`config.mk`:
```
export PLATFORM = sky130hd
export DESIGN_NAME = ast_alert_sender_flat
export DESIGN_NICKNAME = d
export VERILOG_FILES = /design/src/rtl/ast_alert_sender_pkg.sv /design/src/rtl/ast_alert_sender_if.sv /design/src/rtl/ast_alert_sender_chan.sv /design/src/rtl/ast_alert_sender.sv /design/src/flat_wrapper.sv
export SDC_FILE = /design/constraint.sdc
export NUM_CORES = 1
export LEC_CHECK = 0
export CAP_MARGIN = 20
export CORE_MARGIN = 1
export CORE_UTILIZATION = 59
export CTS_CLUSTER_DIAMETER = 50
export DETAILED_ROUTE_END_ITERATION = 7
export DONT_BUFFER_PORTS = 1
export HOLD_SLACK_MARGIN = 0.06
export MAX_ROUTING_LAYER = met4
export PLACE_DENSITY_LB_ADDON = 0.12
export SLEW_MARGIN = 25
export SYNTH_ARGS = -nofsm -noshare
export SYNTH_HDL_FRONTEND = slang
export SYNTH_SLANG_ARGS = --single-unit
```
`constraint.sdc`:
```
create_clock -name clk_i -period 1.5 [get_ports clk_i]
set_input_delay 0.075 -clock clk_i [delete_from_list [all_inputs] [get_ports clk_i]]
set_output_delay 0.075 -clock clk_i [all_outputs]
set_load 0.02 [all_outputs]
```
`src/rtl/ast_alert_sender_pkg.sv`:
```
// ============================================================================
// Module   : my_pkg
// Brief    : Shared AST alert types and the alert-sender channel state enum.
// Revision : 1.0 - initial release
// ============================================================================
`default_nettype none

package my_pkg;

    localparam int AST_ALERTS = 2;

    typedef struct packed {
        logic p;
    } ast_dif_t;

    typedef struct packed {
        ast_dif_t [AST_ALERTS-1:0] alerts_ack;
    } ast_alert_rsp_t;

    typedef struct packed {
        ast_dif_t [AST_ALERTS-1:0] alerts;
    } ast_alert_req_t;

    typedef enum logic [1:0] {
        IDLE  = 2'd0,
        REQ   = 2'd1,
        ACKLO = 2'd2
    } ast_alert_st_e;

endpackage

`default_nettype wire

```
`src/rtl/ast_alert_sender_if.sv`:
```
// ============================================================================
// Module   : ast_alert_sender_if
// Brief    : Alert request/acknowledge bundle between sender and receiver.
// Revision : 1.0 - initial release
// ============================================================================
`default_nettype none

interface ast_alert_sender_if;
    import my_pkg::*;

    ast_alert_req_t alert_req_o;
    ast_alert_rsp_t alert_rsp_i;

    modport master (output alert_req_o, input alert_rsp_i);
    modport slave  (input alert_req_o, output alert_rsp_i);
endinterface

`default_nettype wire

```
`src/rtl/ast_alert_sender_chan.sv`:
```
// ============================================================================
// Module   : ast_alert_sender_chan
// Brief    : One alert channel: four-phase handshake FSM, pending flag,
//            saturating merge counter; watchdog under AST_ALERT_TIMEOUT_EN.
// Revision : 1.0 - initial release
// ============================================================================
`default_nettype none

module ast_alert_sender_chan
    import my_pkg::*;
#(
    parameter int CNT_W       = 4,
    parameter int TIMEOUT_CYC = 64
) (
    input  wire logic             clk_i,
    input  wire logic             rst_i,
    input  wire logic             trig_i,
    input  wire logic             ack_i,
    input  wire logic             clr_i,
    output logic                  req_o,
    output logic                  busy_o,
    output logic [CNT_W-1:0]      cnt_o,
    output logic                  timeout_o
);

    localparam logic [CNT_W-1:0] c_cnt_max = '1;

    ast_alert_st_e    state_q, state_d;
    logic             pending_q, pending_d;
    logic [CNT_W-1:0] cnt_q, cnt_d;

`ifdef AST_ALERT_TIMEOUT_EN
    localparam int c_tmr_w = $clog2(TIMEOUT_CYC);
    logic [c_tmr_w-1:0] tmr_q, tmr_d;
    logic               to_q, to_d;
`endif

    always_comb begin
        state_d   = state_q;
        pending_d = pending_q;
        cnt_d     = cnt_q;
`ifdef AST_ALERT_TIMEOUT_EN
        tmr_d     = tmr_q;
        to_d      = to_q;
`endif
        case (state_q)
            IDLE:    if (trig_i) state_d = REQ;
            REQ:     if (ack_i) state_d = ACKLO;
            ACKLO:   if (!ack_i) state_d = (pending_q || trig_i) ? REQ : IDLE;
            default: state_d = IDLE;
        endcase

        // Events during a handshake: first one queues, further ones are counted.
        if (trig_i && (state_q != IDLE)) begin
            if (!pending_q) begin
                pending_d = 1'b1;
            end else if (cnt_q != c_cnt_max) begin
                cnt_d = cnt_q + CNT_W'(1);
            end
        end
        if ((state_q == ACKLO) && !ack_i) pending_d = 1'b0;

`ifdef AST_ALERT_TIMEOUT_EN
        if ((state_q != IDLE) && (state_d == state_q) &&
            (tmr_q == c_tmr_w'(TIMEOUT_CYC - 2))) begin
            state_d   = IDLE;
            pending_d = 1'b0;
            to_d      = 1'b1;
        end
        if ((state_d != state_q) || (state_q == IDLE)) tmr_d = '0;
        else                                           tmr_d = tmr_q + c_tmr_w'(1);
        if (clr_i) to_d = 1'b0;
`endif
        if (clr_i) cnt_d = '0;
    end

    always_ff @(posedge clk_i) begin
        if (rst_i) begin
            state_q   <= IDLE;
            pending_q <= 1'b0;
            cnt_q     <= '0;
        end else begin
            state_q   <= state_d;
            pending_q <= pending_d;
            cnt_q     <= cnt_d;
        end
    end

`ifdef AST_ALERT_TIMEOUT_EN
    always_ff @(posedge clk_i) begin
        if (rst_i) begin
            tmr_q <= '0;
            to_q  <= 1'b0;
        end else begin
            tmr_q <= tmr_d;
            to_q  <= to_d;
        end
    end
    assign timeout_o = to_q;
`else
    assign timeout_o = 1'b0;
`endif

    assign req_o  = (state_q == REQ);
    assign busy_o = (state_q != IDLE);
    assign cnt_o  = cnt_q;

endmodule

`default_nettype wire

```
`src/rtl/ast_alert_sender.sv`:
```
// ============================================================================
// Module   : ast_alert_sender
// Brief    : AST alert request endpoint; one handshake channel per alert.
//            Optional watchdog enabled by AST_ALERT_TIMEOUT_EN.
// Revision : 1.0 - initial release
// ============================================================================
`default_nettype none

module ast_alert_sender
    import my_pkg::*;
#(
    parameter int N_ALERTS    = 2,
    parameter int CNT_W       = 4,
    parameter int TIMEOUT_CYC = 64
) (
    input  wire logic                      clk_i,
    input  wire logic                      rst_i,
    input  wire logic [N_ALERTS-1:0]       trig_i,
    input  wire logic                      clr_i,
    ast_alert_sender_if.master             alert_if,
    output logic [N_ALERTS-1:0]            busy_o,
    output logic [N_ALERTS*CNT_W-1:0]      merged_cnt_o,
    output logic [N_ALERTS-1:0]            timeout_o
);

    logic [N_ALERTS-1:0] w_req;
    ast_alert_req_t      w_alert_req;

    generate
        for (genvar k = 0; k < N_ALERTS; k++) begin : g_chan
            ast_alert_sender_chan #(
                .CNT_W       (CNT_W),
                .TIMEOUT_CYC (TIMEOUT_CYC)
            ) u_chan (
                .clk_i     (clk_i),
                .rst_i     (rst_i),
                .trig_i    (trig_i[k]),
                .ack_i     (alert_if.alert_rsp_i.alerts_ack[k].p),
                .clr_i     (clr_i),
                .req_o     (w_req[k]),
                .busy_o    (busy_o[k]),
                .cnt_o     (merged_cnt_o[k*CNT_W +: CNT_W]),
                .timeout_o (timeout_o[k])
            );
        end
    endgenerate

    always_comb begin
        w_alert_req = '0;
        for (int k = 0; k < N_ALERTS; k++) begin
            w_alert_req.alerts[k].p = w_req[k];
        end
    end

    assign alert_if.alert_req_o = w_alert_req;

endmodule

`default_nettype wire
```
`src/flat_wrapper.sv`:
```
// flat-port wrapper written by rule: the top's interface ports become plain ports
module ast_alert_sender_flat import my_pkg::*;
#(
    parameter int N_ALERTS    = 2,
    parameter int CNT_W       = 4,
    parameter int TIMEOUT_CYC = 64
)
  (clk_i, rst_i, trig_i, clr_i, busy_o, merged_cnt_o, timeout_o, alert_if_alert_req_o, alert_if_alert_rsp_i);
  ast_alert_sender_if alert_if_i ();
  input  wire logic clk_i;
  input  wire logic rst_i;
  input  wire logic [N_ALERTS-1:0] trig_i;
  input  wire logic clr_i;
  output logic [N_ALERTS-1:0] busy_o;
  output logic [N_ALERTS*CNT_W-1:0] merged_cnt_o;
  output logic [N_ALERTS-1:0] timeout_o;
  output wire logic [$bits(alert_if_i.alert_req_o)-1:0] alert_if_alert_req_o;
  input wire logic [$bits(alert_if_i.alert_rsp_i)-1:0] alert_if_alert_rsp_i;
  assign alert_if_alert_req_o = alert_if_i.alert_req_o;
  assign alert_if_i.alert_rsp_i = alert_if_alert_rsp_i;
  ast_alert_sender #(.N_ALERTS(N_ALERTS), .CNT_W(CNT_W), .TIMEOUT_CYC(TIMEOUT_CYC)) u_core (.clk_i(clk_i), .rst_i(rst_i), .trig_i(trig_i), .clr_i(clr_i), .alert_if(alert_if_i), .busy_o(busy_o), .merged_cnt_o(merged_cnt_o), .timeout_o(timeout_o));
endmodule
```
# Yosys cells after proc, flatten, opt, wreduce, memory -nomap -nowiden
# Cells that the tools add are included.
[totals] register_bits=14 output_inout_bits=14 wordCells=49
[op_classes] addsub=2 n_eq_ne=12 n_mux=10 reduce_logical=19
[ops] cell="$mux W2" n=6
[ops] cell="$ne A2 B2 Y1 const B" n=6
[ops] cell="$pmux W2 S3" n=2
[ops] cell="$reduce_and A3 Y1" n=4
[ops] cell="$add A4 B1 Y4 const B" n=2
[ops] cell="$ne A4 B4 Y1 const B" n=2
[ops] cell="$reduce_or A2 Y1" n=3
[ops] cell="$eq A2 B1 Y1 const B" n=2
[ops] cell="$eq A2 B2 Y1 const B" n=2
[ops] cell="$logic_and A1 B1 Y1" n=4
[ops] cell="$logic_not A2 Y1" n=2
[ops] cell="$reduce_bool A2 Y1" n=2
[ops] cell="$logic_not A1 Y1" n=2
[ops] cell="$logic_or A1 B1 Y1" n=2
[ops] cell="$mux W1" n=2

# Depth between registers and ports, before layout
# Gate-level depths: netlist of the first run.
[logic_depth] word_depth=4 depth_mapped=4 depth_no_buf=4

# By module
# From an unflattened synthesis of the first run, not the netlist that was laid out.
[hier_totals] cells_unflattened=86 area_unflattened_um2=800.8
[by_module_without_submodules] module="ast_alert_sender_chan" instances=2 cells_per_inst=43 area_each_um2=400.4 seq_area_each_um2=140.1

# Least setup slack after synthesis of the first run
# No wires, ideal clock.
[synth_path] path_type="reg2reg" startpoint="reg u_core.g_chan[0].u_chan.cnt_q[0]" endpoint="reg u_core.g_chan[0].u_chan.cnt_q[0]" setup_time_ns=0.070 t_arrival_ns=1.261 slack_ns=0.170 stages_incl_launch_ff=5 n_path_buf=0 cell_sequence="dfxtp_1 -> ha_1 -> and3_1 -> or3_1 -> a21oi_1"
[synth_between] elab_chain_len=2 word_cells_on_any_way=3 classes_between="1 x add/sub; 1 x eq/ne; 1 x reduce/logical"
[synth_lines] element="start, declared" line="ast_alert_sender_chan.sv:30" rtl="logic [CNT_W-1:0] cnt_q, cnt_d;"
[synth_lines] element="start signal, assigned" line="ast_alert_sender_chan.sv:85" rtl="cnt_q <= cnt_d;"
[synth_lines] element="branches (longest 2 deep; another with $add A4 B1 Y4)"
# Parallel ways; which one is timed is not known.
# A chain may end at the register's enable or synchronous reset.

# Worst setup path after layout of the first run
# Ends and elaborated chain as after synthesis.

==> out/qor.yml, run 1 <==
run_status:
  outcome: "complete, no violations"
die:
  placement_rows: 12
  fp.dieW_um: 38.1
  dieHeight_um: 38.1
  start_util_pct: 66.7
  die_area_um2: 1460
  core_area_um2: 1160
  pin_count: 21
synthesis:
  ys_ff_latch: 14
  async_flop_share_pct: 0
  synth.most_common_cell: "dfxtp_1"
  synth_edf_count: 0
  postSynthCellCount: 87
  mappedNetlistArea_um2: 771
  yosys-top-cells-area: "dfxtp_1 36%, buf_4 8.8%, a21oi_1 6.5%"
  synth_top_area_share_pct: 36.4
  synthDistinctLibCells: 27
  postSynthAreaPerCell_um2: 8.86
  synth_area_leader_cell: "dfxtp_1"
  ys_warn_count: 0
  synth_commonest_cells: "14 x dfxtp_1, 10 x a21oi_1, 9 x buf_4"
  yosysSeqAreaShare_pct: 36.4
  synth_ff_type: "dfxtp_1"
layout:
  fillCellCount: 94
  nets: 100
  antenna_cells: 0
  syn_to_final_growth_pct: 5.19
  final_cells: 103
  final_layout_size_suffix_gt1_share_pct: 13.5
clocking:
  cts_resized: 0
  cts_tree: "done"
  cts_setup_buffers: 0
  clock_latency_ns: 0.27
  clk_pin_slew_worst_paths_ns: 0.08
  cts_buffers: 3
  cts_sinks: 14
  cts_root_buffer: "clkbuf_4"
  htreeDepth: 1
  cts.path.max_buffers: 2
sta:
  max_freq_ghz: 0.767
  fin_setup_tns_ns: 0
  grt_setup_unrepaired: "false"
  skew_ns: 0.000474
  setup_slack_ns: 0.196
  min_period_over_period_pct: 86.9
  layout_min_cycle_time_ns: 1.30
  finalHoldViolCount: 0
  setup_violations: 0
  drv_slew: 0
global_route:
  grt_max_degree: 10
  grt.overflow.total: 0
  use_met3_pct: 5.23
  grt_pass1_vias: 511
  grt_antenna_before_repair: 0
  gr-usage-all-layers_pct: 22.1
  grt.busiest_layer: "met1"
  grt_first_pass_wirelength_um: 2160
  use_met1_pct: 29.7
  grt_util_met2_pct: 29.7
route:
  drt-vias-per-instance: 5.86
  wl_per_cell_um: 12.7
  postRouteAntennaNets: 0
  drc: 0
  first_iter_violations: 17
  wl_um: 1310
  vias: 604
  drt_first_pass_iters: 4
worst_setup_path:
  cp.required_ns: 1.71
  start_kind: "flip-flop"
  worstSetupPathType: "flip-flop to flip-flop"
  worstPathArrival_ns: 1.51
  critPathMaxFanout: 4
  cp-end-kind: "flip-flop"
place:
  gp_congestion: 0.702
  dp_worst_setup_slack_ns: 0.219
  dpl.hpwl_um: 919
  port_buffers: 0
  place_inst: 95
min_path:
  worstHoldPathType: "input pin to flip-flop"
power:
  powerDensity_nw_per_um2: 888
  peakVddDrop_mv: 0.422
  total_leakage_power_nw: 0.335
run:
  maxCapViolCount: 0
-- cell type report --
class,instances,area (um^2),share of cell area [%]
Multi-Input combinational cell,63,410,50.6
Sequential cell,14,280,34.6
Timing Repair Buffer,9,80.1,9.88
Clock buffer,3,22.5,2.78
Tap cell,14,17.5,2.16
-- critical path, stage by stage, from the launching register on --
cell	delay, ns
dfxtp_1	0.32
ha_1	0.24
and3_1	0.21
or3_1	0.31
a21oi_1	0.15
-- kinds of logic after synthesis --
kind of cell    count (synthesis)  synth area share, %
simple gates                   31                 23.4
buf+inv                        11                 10.9
flops                          14                 36.4
compound gates                 26                 23.4
other cells                     1                0.487
fa+ha+maj                       2                 3.25
xor+xnor                        2                 2.27
-- cell usage in the layout, fill, tap and decap left out, drive strengths merged --
cell          n
a211o         2
a211oi        3
a21o          1
a21oi        10
a41oi         2
and3          2
and4b         1
buf           4
clkbuf        3
conb          2
dfxtp        14
dlygate4sd3   5
ha            2
nand2         2
nand3         2
nand3b        2
nor2          4
nor2b         3
nor3          6
nor3b         2
nor4b         1
o211a         2
o211ai        2
o21ai         4
or2           3
or3           3
xnor2         2
-- layer usage --
layer | vias up | part of all wire, %
met5 | - | 0
met4 | 0 | 1.1
met3 | 2 | 5.5
met2 | 16 | 42
met1 | 269 | 51
li1 | 317 | -
-- per-stage QoR --
step                hold WS, ns  power, W  instance area [um^2]  utilization, %
floorplan                 0.144  0.000529                   774               -
global placement          0.146  0.000501                   738            63.9
detailed placement        0.148  0.000503                   738            63.9
CTS                      0.0615  0.000728                   811            70.1
global route             0.0632  0.000752                   811            70.1
finish                   0.0662  0.000720                   811            70.1
-- state kept, by name (all words and copies together) (netlist names) --
signal                          flops
u_core.g_chan.u_chan.state_q        4
u_core.g_chan.u_chan.pending_q      2
u_core.g_chan.u_chan.cnt_o          8
-- path summary, 6_finish.rpt --
path                                                       start                                             end  slack (ns)  depth (start not counted)
setup / recovery   u_core.g_chan[0].u_chan.cnt_o[0]$_SDFFE_PP0P_   u_core.g_chan[0].u_chan.cnt_o[0]$_SDFFE_PP0P_        0.20                          4
hold reg to reg   u_core.g_chan[0].u_chan.pending_q$_SDFFE_PP0P_  u_core.g_chan[0].u_chan.pending_q$_SDFFE_PP0P_        0.55                          2
hold / removal                                             clr_i   u_core.g_chan[1].u_chan.cnt_o[1]$_SDFFE_PP0P_        0.07                          2
setup reg to reg   u_core.g_chan[0].u_chan.cnt_o[0]$_SDFFE_PP0P_   u_core.g_chan[0].u_chan.cnt_o[0]$_SDFFE_PP0P_        0.20                          4
-- where the power goes --
| group | leakage [nW] | internal, W | switching [W] |
|---|---|---|---|
| clock | 0.0138 | 0.0000929 | 0.000118 |
| combinational | 0.207 | 0.0000447 | 0.0000532 |
| sequential | 0.114 | 0.000385 | 0.0000260 |
| total | 0.335 | 0.000523 | 0.000197 |
-- timing repair --
action,CTS,global route
hold buffers,5,0
setup endpoints to repair,0,0
endpoints found under the hold margin,6,0
Note: power is estimated with default switching activity, not from simulation.
==> run 2, diff against run 1 <==
--- a/config.mk
+++ b/config.mk
@@ -17,4 +17,5 @@
 export SLEW_MARGIN = 25
 export SYNTH_ARGS = -nofsm -noshare
 export SYNTH_HDL_FRONTEND = slang
+export SYNTH_HIERARCHICAL = 1
 export SYNTH_SLANG_ARGS = --single-unit
==> run 2 against run 1 <==
Compared with the run above:
- first-iteration DRC count decreased by 41%
- core utilization rose by 6.0 points
- count of clock-buffer cells in the layout is 1 higher
- critical path type unchanged
==> out/qor.yml, run 2 <==
route:
  first_iter_violations: 10
  drt-vias-per-instance: 5.84
  postRouteAntennaNets: 0
  drc: 0
  wl_um: 1420
  drt_first_pass_iters: 4
  wl_per_cell_um: 13.0
  vias: 637
worst_setup_path:
  critPathMaxFanout: 8
  crit_family: "buffers and inverters"
  worst-path-buf-inv: 1
  endpoint: "u_core/g_chan[1].u_chan/state_q[0]$_SDFFE_PP0P_"
  slowest_stage: "dlygate4sd3_1"
  cp_cell_sequence: "nor2_1, nand2_1, dlygate4sd3_1, a21oi_1"
  cp-end-kind: "flip-flop"
  rr_worst_depth: 4
  ff2ff_setup_slack_ns: 0.12
  cp_num_cells: 4
  worstPathArrival_ns: 1.53
  start_kind: "flip-flop"
  crit_start: "u_core/g_chan[1].u_chan/state_q[0]$_SDFFE_PP0P_"
  max_stage_delay_ns: 0.54
  cp.required_ns: 1.65
  worstSetupPathType: "flip-flop to flip-flop"
  r2r_start: "u_core/g_chan[1].u_chan/state_q[0]$_SDFFE_PP0P_"
  reg2reg_to: "u_core/g_chan[1].u_chan/state_q[0]$_SDFFE_PP0P_"
layout:
  postLayoutCellArea_um2: 903
  mostFrequentLayoutCell: "dfxtp_1"
  syn_to_final_growth_pct: 12.8
  largest_reg_flops: 8
  final_cells: 109
  final_cell_mix: "13 x dfxtp_1, 8 x nor2_1, 7 x dlygate4sd3_1"
  antenna_cells: 0
  nets: 105
  fillCellCount: 87
  seq_area_um2: 282
  multi_input_area_um2: 468
  final_layout_size_suffix_gt1_share_pct: 22.1
sta:
  min_period_over_period_pct: 92.0
  setup_violations: 0
  setup_slack_ns: 0.119
  max_freq_ghz: 0.724
  grt_setup_unrepaired: "false"
  drv_slew: 0
  finalHoldViolCount: 0
  layout_min_cycle_time_ns: 1.38
  skew_ns: 0.00246
  fin_setup_tns_ns: 0
global_route:
  grt_max_degree: 11
  grt_antenna_before_repair: 0
  grt_first_pass_wirelength_um: 2120
  gr-usage-all-layers_pct: 21.6
  grt.overflow.total: 0
  grt_pass1_vias: 528
die:
  fp.dieW_um: 38.8
  start_util_pct: 67.5
  core_area_um2: 1190
  die_area_um2: 1510
  dieHeight_um: 38.8
  pin_count: 21
  placement_rows: 12
clocking:
  cts.path.max_buffers: 2
  cts_root_buffer: "clkbuf_4"
  htreeDepth: 1
  clk_pin_slew_worst_paths_ns: 0.08
  cts_buffers: 3
  cts_tree: "done"
  clock_latency_ns: 0.27
  cts_sinks: 14
  cts_setup_buffers: 0
place:
  placed_area_um2: 796
  dpl.hpwl_um: 990
  dp_worst_setup_slack_ns: 0.223
  place_inst: 98
  gp_congestion: 0.760
  port_buffers: 0
synthesis:
  postSynthAreaPerCell_um2: 9.31
  synth.area.mux_share_pct: 0
  postSynthCellCount: 86
  async_flop_share_pct: 0
  synth_area_leader_cell: "dfxtp_1"
  synth_top_family_by_area: "compound AO/OA/AOI/OAI gates"
  yosys.area_share.simple_pct: 18.8
  synth_ff_type: "dfxtp_1"
  yosysSeqAreaShare_pct: 35.0
  ys_warn_count: 6
  yosys-top-cells-area: "dfxtp_1 35%, o211a_4 4.4%, a41oi_2 4.1%"
  synth_compound_area_share_pct: 33.4
  ys_ff_latch: 14
  synth-xor-area-share_pct: 2.19
  synth_top_area_share_pct: 35.0
  mappedNetlistArea_um2: 801
  synth_nets: 95
  synth_commonest_cells: "14 x dfxtp_1, 8 x nor2_1, 6 x a21oi_1, 6 x nand3_1"
  synthDistinctLibCells: 27
  synth_fa_ha_area_share_pct: 3.13
  synth_edf_count: 0
  synth.most_common_cell: "dfxtp_1"
power:
  powerDensity_nw_per_um2: 875
  peakVddDrop_mv: 0.603
  total_leakage_power_nw: 0.338
run_status:
  outcome: "complete, no violations"
min_path:
  hold_depth: 3
  worstHoldPathType: "input pin to flip-flop"
run:
  maxCapViolCount: 0
run 2: cell count changes after synthesis, moves of 4 or more:
cell,change
nand3_1,+4
a21oi_1,-4
nor2_1,+4
buf_4,-5
nor3_1,-4
run 2: worst min-delay path: cells and delay by family:
family | cells | cell delay (ns)
AO/OA/AOI/OAI | 2 | 0.15
AND/OR/NAND/NOR | 1 | 0.07
run 2: layout make-up:
class | count | share of cell area [%]
Multi-Input combinational cell | 66 | 51.8
Clock buffer | 4 | 4.02
Timing Repair Buffer | 11 | 11.1
Sequential cell | 14 | 31.2
Tap cell | 14 | 1.94
run 2: cell families after synthesis:
kind of cell,count (synthesis)
flops,14
simple gates,30
fa+ha+maj,2
other cells,2
xor+xnor,2
buf+inv,6
compound gates,30
run 2: worst min-delay path by stage:
stage	from	to	slack, ns
after floorplan	clr_i	u_core/g_chan[0].u_chan/cnt_o[3]$_SDFFE_PP0P_	0.14
after global placement	clr_i	u_core/g_chan[1].u_chan/cnt_o[3]$_SDFFE_PP0P_	0.15
after detailed placement	clr_i	u_core/g_chan[0].u_chan/cnt_o[3]$_SDFFE_PP0P_	0.15
after CTS	trig_i[1]	u_core/g_chan[1].u_chan/state_q[0]$_SDFFE_PP0P_	0.06
after global routing	trig_i[0]	u_core/g_chan[0].u_chan/state_q[0]$_SDFFE_PP0P_	0.09
final	trig_i[0]	u_core/g_chan[0].u_chan/state_q[0]$_SDFFE_PP0P_	0.07
run 2: through the flow:
step	hold slack [ns]	total power (W)	util, %
after floorplan	0.144	0.000518	-
after global placement	0.145	0.000510	67.1
after detailed placement	0.146	0.000512	67.1
after CTS	0.0621	0.000800	76.1
after global routing	0.0935	0.000829	76.2
final	0.0676	0.000790	76.2
run 2: timing repair:
action	in CTS	in global routing
endpoints found under the setup margin	0	1
hold buffers	7	0
hold endpoints to repair	14	0
gates resized for setup	0	1
run 2: metal layers:
metal | routed length, um | vias up | global-route usage (%)
met3 | 80 | 2 | 9.83
met4 | 11 | 0 | 7.76
met5 | 0 | - | -
met2 | 613 | 17 | 33.3
met1 | 713 | 278 | 24.4
li1 | - | 340 | -
run 2: power by group:
| group | switching, W | internal, W |
|---|---|---|
| registers | 0.0000277 | 0.000386 |
| logic | 0.0000608 | 0.0000523 |
| clock network | 0.000115 | 0.000148 |
| total | 0.000204 | 0.000586 |
